## src/rtl/nibble_serial_adder_if.sv

```systemverilog
// Operand/result handshake bundle for the nibble-serial adder.
// The master drives operands and out_ready; the slave returns the result and status.
interface nibble_serial_adder_if #(
    parameter int WIDTH = 16
);
    logic             in_valid;
    logic             in_ready;
    logic [WIDTH-1:0] op_a;
    logic [WIDTH-1:0] op_b;
    logic             cin_in;
    logic             out_valid;
    logic             out_ready;
    logic [WIDTH-1:0] sum;
    logic             cout;
    logic             busy;

    modport master (
        output in_valid, op_a, op_b, cin_in, out_ready,
        input  in_ready, out_valid, sum, cout, busy
    );

    modport slave (
        input  in_valid, op_a, op_b, cin_in, out_ready,
        output in_ready, out_valid, sum, cout, busy
    );
endinterface

```

## src/rtl/nibble_serial_adder.sv

```systemverilog
// WIDTH-bit unsigned adder that reuses one 4-bit ripple-carry slice, one nibble per clock.
// Result and final carry are published only when the last nibble completes.
module nibble_serial_adder #(
    parameter int WIDTH = 16
) (
    input logic                  clk,
    input logic                  rst_n,
    nibble_serial_adder_if.slave bus
);
    localparam int NNIB = WIDTH / 4;
    localparam int CW   = (NNIB > 1) ? $clog2(NNIB) : 1;

    typedef enum logic [1:0] {
        IDLE = 2'd0,
        RUN  = 2'd1,
        DONE = 2'd2
    } state_t;

    state_t           state_q;
    logic [WIDTH-1:0] a_q;
    logic [WIDTH-1:0] b_q;
    logic [WIDTH-1:0] ws_q;
    logic             carry_q;
    logic [CW-1:0]    cnt_q;
    logic [WIDTH-1:0] sum_q;
    logic             cout_q;
    logic             out_valid_q;
    logic             in_ready_q;
    logic             busy_q;

    logic [CW+1:0]    sh_s;
    logic [3:0]       nib_a_s;
    logic [3:0]       nib_b_s;
    logic [4:0]       slice_s;
    logic [WIDTH-1:0] ws_d;
    logic             last_s;

    // 4-bit ripple-carry cell: returns {carry_out, sum[3:0]}
    function automatic logic [4:0] rca4(input logic [3:0] a, input logic [3:0] b, input logic ci);
        logic [4:0] r;
        logic       c;
        c = ci;
        for (int i = 0; i < 4; i++) begin
            r[i] = a[i] ^ b[i] ^ c;
            c    = (a[i] & b[i]) | (c & (a[i] ^ b[i]));
        end
        r[4] = c;
        return r;
    endfunction

    // Select the current nibble, run the slice and merge its result into the work sum
    always_comb begin
        sh_s    = {cnt_q, 2'b00};
        nib_a_s = 4'(a_q >> sh_s);
        nib_b_s = 4'(b_q >> sh_s);
        slice_s = rca4(nib_a_s, nib_b_s, carry_q);
        ws_d    = (ws_q & ~(WIDTH'(4'hF) << sh_s)) | (WIDTH'(slice_s[3:0]) << sh_s);
        last_s  = (cnt_q == CW'(NNIB - 1));
    end

    // Control FSM, nibble sequencing and registered handshake outputs
    always_ff @(posedge clk or negedge rst_n) begin
        if (!rst_n) begin
            state_q     <= IDLE;
            a_q         <= '0;
            b_q         <= '0;
            ws_q        <= '0;
            carry_q     <= 1'b0;
            cnt_q       <= '0;
            sum_q       <= '0;
            cout_q      <= 1'b0;
            out_valid_q <= 1'b0;
            in_ready_q  <= 1'b1;
            busy_q      <= 1'b0;
        end else begin
            case (state_q)
                IDLE: begin
                    if (bus.in_valid && in_ready_q) begin
                        a_q        <= bus.op_a;
                        b_q        <= bus.op_b;
                        carry_q    <= bus.cin_in;
                        ws_q       <= '0;
                        cnt_q      <= '0;
                        in_ready_q <= 1'b0;
                        busy_q     <= 1'b1;
                        state_q    <= RUN;
                    end else begin
                        state_q <= IDLE;
                    end
                end
                RUN: begin
                    ws_q    <= ws_d;
                    carry_q <= slice_s[4];
                    if (last_s) begin
                        sum_q       <= ws_d;
                        cout_q      <= slice_s[4];
                        cnt_q       <= '0;
                        out_valid_q <= 1'b1;
                        state_q     <= DONE;
                    end else begin
                        cnt_q <= cnt_q + CW'(1);
                    end
                end
                DONE: begin
                    // sum/cout stay untouched here so they remain stable under backpressure
                    if (bus.out_ready) begin
                        out_valid_q <= 1'b0;
                        busy_q      <= 1'b0;
                        in_ready_q  <= 1'b1;
                        state_q     <= IDLE;
                    end else begin
                        state_q <= DONE;
                    end
                end
                default: begin
                    out_valid_q <= 1'b0;
                    busy_q      <= 1'b0;
                    in_ready_q  <= 1'b1;
                    state_q     <= IDLE;
                end
            endcase
        end
    end

    assign bus.in_ready  = in_ready_q;
    assign bus.out_valid = out_valid_q;
    assign bus.sum       = sum_q;
    assign bus.cout      = cout_q;
    assign bus.busy      = busy_q;
endmodule

```

## src/flat_wrapper.sv

```systemverilog
// flat-port wrapper written by rule: the top's interface ports become plain ports
module nibble_serial_adder_flat 
#(
    parameter int WIDTH = 16
)
  (clk, rst_n, bus_in_valid, bus_op_a, bus_op_b, bus_cin_in, bus_out_ready, bus_in_ready, bus_out_valid, bus_sum, bus_cout, bus_busy);
  nibble_serial_adder_if #(.WIDTH(WIDTH)) bus_i ();
  input logic clk;
  input logic rst_n;
  input wire logic [$bits(bus_i.in_valid)-1:0] bus_in_valid;
  input wire logic [$bits(bus_i.op_a)-1:0] bus_op_a;
  input wire logic [$bits(bus_i.op_b)-1:0] bus_op_b;
  input wire logic [$bits(bus_i.cin_in)-1:0] bus_cin_in;
  input wire logic [$bits(bus_i.out_ready)-1:0] bus_out_ready;
  output wire logic [$bits(bus_i.in_ready)-1:0] bus_in_ready;
  output wire logic [$bits(bus_i.out_valid)-1:0] bus_out_valid;
  output wire logic [$bits(bus_i.sum)-1:0] bus_sum;
  output wire logic [$bits(bus_i.cout)-1:0] bus_cout;
  output wire logic [$bits(bus_i.busy)-1:0] bus_busy;
  assign bus_i.in_valid = bus_in_valid;
  assign bus_i.op_a = bus_op_a;
  assign bus_i.op_b = bus_op_b;
  assign bus_i.cin_in = bus_cin_in;
  assign bus_i.out_ready = bus_out_ready;
  assign bus_in_ready = bus_i.in_ready;
  assign bus_out_valid = bus_i.out_valid;
  assign bus_sum = bus_i.sum;
  assign bus_cout = bus_i.cout;
  assign bus_busy = bus_i.busy;
  nibble_serial_adder #(.WIDTH(WIDTH)) u_core (.clk(clk), .rst_n(rst_n), .bus(bus_i));
endmodule
```

## config.mk

```make
export PLATFORM = sky130hd
export DESIGN_NAME = nibble_serial_adder_flat
export DESIGN_NICKNAME = d
export VERILOG_FILES = /design/src/rtl/nibble_serial_adder_if.sv /design/src/rtl/nibble_serial_adder.sv /design/src/flat_wrapper.sv
export SDC_FILE = /design/constraint.sdc
export NUM_CORES = 1
export LEC_CHECK = 0
export ABC_AREA = 1
export CAP_MARGIN = 20
export CORE_UTILIZATION = 30
export DETAILED_ROUTE_END_ITERATION = 16
export GPL_TIMING_DRIVEN = 0
export HOLD_SLACK_MARGIN = 0.03
export PLACE_DENSITY = 0.47
export SETUP_SLACK_MARGIN = 0.5
export SYNTH_ARGS = -nofsm -noshare
export SYNTH_HDL_FRONTEND = slang
export SYNTH_SLANG_ARGS = --single-unit
```

## constraint.sdc

```tcl
create_clock -name clk -period 4.25 [get_ports clk]
set_clock_uncertainty 0.2 [all_clocks]
set_input_delay 0.425 -clock clk [delete_from_list [all_inputs] [get_ports clk]]
set_output_delay 0.425 -clock clk [all_outputs]
set_load 0.05 [all_outputs]
```

==> reports/metrics.csv <==
metric,value,unit
routed_wl,8376,um
ys_seq_elements,69,
initial_core_util,30.99,%
irDropWorstVdd,0.0002876,V
cts_sinks,69,
synth_top_flop_cell,dfrtp_1,
synth_simple_gate_area_share,34.11,%
post_cts_buffers,0,
cts_tree,built,
synth_nets,470,
crit_fanout,11,
slew_headroom,66.99,%
muxShareOfSynthArea,0,%
synth.most_common_cell,nand2_1,
finalMaxSlewViolations,0,
grt_overflow,0,
place_inst,622,
cp-start-kind,flip-flop,
path_class,flip-flop to flip-flop,
yosys.area.top_type,dfrtp_1,
synthXorXnorAreaFrac,0,%
core_area,10890,sq um
antenna_cells,0,
clock_latency,0.34,ns
synth_compound_area_share,2.892,%
syn_avg_cell_area,7.940,sq um
hold_path_class,input port to async pin,
setup_viol,0,
grt_busiest_layer,met2,
dieArea,11680,sq um
synth-edff-count,0,
die_height,108.1,um
cts-resized-gates,0,
cpMaxStageDelayCell,fa_1,
cp_data_required_time,4.28,ns
synthAdderAreaFrac,3.856,%
drcViolationCount,0,
crit_top_cell,nand2_1,
vias,2834,
synth_top_family_by_area,simple AND/OR/NAND/NOR gates,
cellLeakagePower,2.266,nW
finalNetCount,539,
io_pins,57,
syn_inst,425,
port_buffers,56,
end_kind,flip-flop,
placed_area,4135,sq um
cts_root_buf,clkbuf_8,
antenna_found_initial,0,
syn_to_final_growth,27.73,%
drive_gt1_share,9.658,%
min_period,3.445,ns
globalplace.congestion,0.7886,
max_freq,290.3,MHz
wl_per_cell,13.15,um
worstMarginPinSlew,0.4936,ns
ys_seq_area_share,51.21,%
synth_area_leaders,"dfrtp_1 50%, nand2_1 26%, nand3_1 5.3%, fa_1 2.4%, inv_1 2.2%",
dp_hpwl,6165,um
rows,38,
dieWidth,108.1,um
grt_pass1_vias,2930,
synth_commonest_cells,"237 x nand2_1, 68 x dfrtp_1, 36 x nand3_1, 20 x inv_1, 9 x buf_2",
powerDensity,827.1,nW/um^2
first_pass_iters,6,
grt_util_all_layers,15.90,%
layout.cells.non_filler,637,
met3_usage,3.978,%
synthesis.area,3374,sq um
clockBufferDepth,2,
ant_nets,0,
hold_slack,0.2628,ns
synthArstFlopShare,100.0,%
slowest_delay,0.46,ns
crit_arrival,3.48,ns
grt_max_degree,60,
grt_first_pass_wirelength,14150,um
synth_top_area_share,50.43,%
design_area,4310,sq um
synthDistinctLibCells,20,
gr-usage-met1,20.02,%
rsz0062_at_grt,no,
clkTransAtPathRegs,0.07,ns
cts_made_buffers,9,
drtIter0Drc,84,
fin_crit_sh,81.05,%
yosys_warnings,0,
drv_cap,0,
cp_cell_sequence,buf_2 -> inv_2 -> buf_2 -> nand2_1 -> nand3_1 -> nand2_1 -> fa_1 -> inv_1 -> fa_1 -> inv_1 -> fa_1 -> inv_1 -> fa_1 -> nand2_1 -> o21ai_0 -> nand2_1 -> nand2_1,
cts.htree.levels,3,
hold_viol_final,0,
status,finished clean,
via_per_inst,4.449,
gr-usage-met2,26.52,%
-- repair_timing --
| item | in CTS | in global routing |
|---|---|---|
| hold endpoints to repair | 68 | 0 |
| setup endpoints to repair | 0 | 0 |
| hold buffers | 1 | 0 |
-- worst max-delay path, delay by kind of cell, from the launching register on --
family | cells | cell delay (ns)
fa+ha+maj | 4 | 1.37
buf+inv | 6 | 0.75
flops | 1 | 0.40
simple gates | 6 | 0.50
compound gates | 1 | 0.11
-- kinds of logic (layout without fill, tap and decap cells) --
family,after synthesis,in the layout
adders and majority gates,8,8
buffers and inverters,48,120
DFF,69,69
AOI/OAI and AO/OA,15,15
and+or+nand+nor,285,285
-- per-layer routing --
layer / vias to the layer above / routed length, um
met5: - / 0
met4: 0 / 140
met2: 60 / 4033
met3: 17 / 314
met1: 1318 / 3887
li1: 1439 / -
-- sequential cells by signal, summed over array words and instances (netlist names) --
signal                count
u_core.ws_q              12
u_core.a_q               16
u_core.bus.busy           1
u_core.b_q               16
u_core.bus.cout           1
u_core.bus.in_ready       1
u_core.cnt_q              2
u_core.state_q            2
u_core.bus.out_valid      1
u_core.bus.sum           16
u_core.carry_q            1
-- layout make-up --
type | count | area, sq um
timing repair buffer | 58 | 595.6
buffer | 22 | 165.2
fill | 1152 | 6578
inverter | 26 | 102.6
tap | 140 | 175.2
sequential | 69 | 1728
clock buffer | 12 | 155.1
multi-input combinational | 308 | 1379
clock inverter | 2 | 10.01
-- power breakdown --
group          switching [mW]  total, mW  internal (mW)
sequential              0.154       1.10          0.945
combinational            1.30       2.00          0.698
clock                   0.234      0.469          0.236
-- cell usage in the layout, fill, tap and decap left out --
cell and n:
nand2_1 237, dfrtp_1 68, clkdlybuf4s50_1 55, nand3_1 36, inv_1 20, clkbuf_8 11, buf_2 9, buf_4 8
o211ai_1 8, nor2_1 8, buf_6 6, inv_2 4, o21ai_0 4, fa_1 4, ha_1 4, nand2_4 2
inv_4 2, a21oi_1 2, clkinv_2 2, nor2_4 1, nand3_4 1, o31ai_1 1, clkbuf_1 1, dlygate4sd3_1 1
buf_16 1, dfstp_2 1
-- worst paths after layout --
path                       slack [ns]                            from                              end  depth (start not counted)
max                              0.81     u_core.cnt_q[0]$_DFFE_PN0P_    u_core.bus.sum[7]$_DFFE_PN0P_                         17
min                              0.26                           rst_n   u_core.bus.sum[10]$_DFFE_PN0P_                          2
max reg2reg                      0.81     u_core.cnt_q[0]$_DFFE_PN0P_    u_core.bus.sum[7]$_DFFE_PN0P_                         17
min reg2reg                      0.28  u_core.bus.sum[15]$_DFFE_PN0P_   u_core.bus.sum[15]$_DFFE_PN0P_                          2
max in group asynchronous        3.02                           rst_n  u_core.bus.in_ready$_DFFE_PN1P_                          3
min in group clk                 0.28  u_core.bus.sum[15]$_DFFE_PN0P_   u_core.bus.sum[15]$_DFFE_PN0P_                          2
-- through the flow --
stage	setup WS (ns)	utilization, %	total power [mW]	TNS, ns
global placement	-0.008338	37.75	3.106	-0.3241
floorplan	1.196	-	2.504	0
CTS	0.8232	39.59	3.625	0
global route	0.5029	39.59	3.917	0
finish	0.8054	39.59	3.565	0
detailed placement	0.8334	37.98	3.144	0
Note: power is estimated with default switching activity, not from simulation.
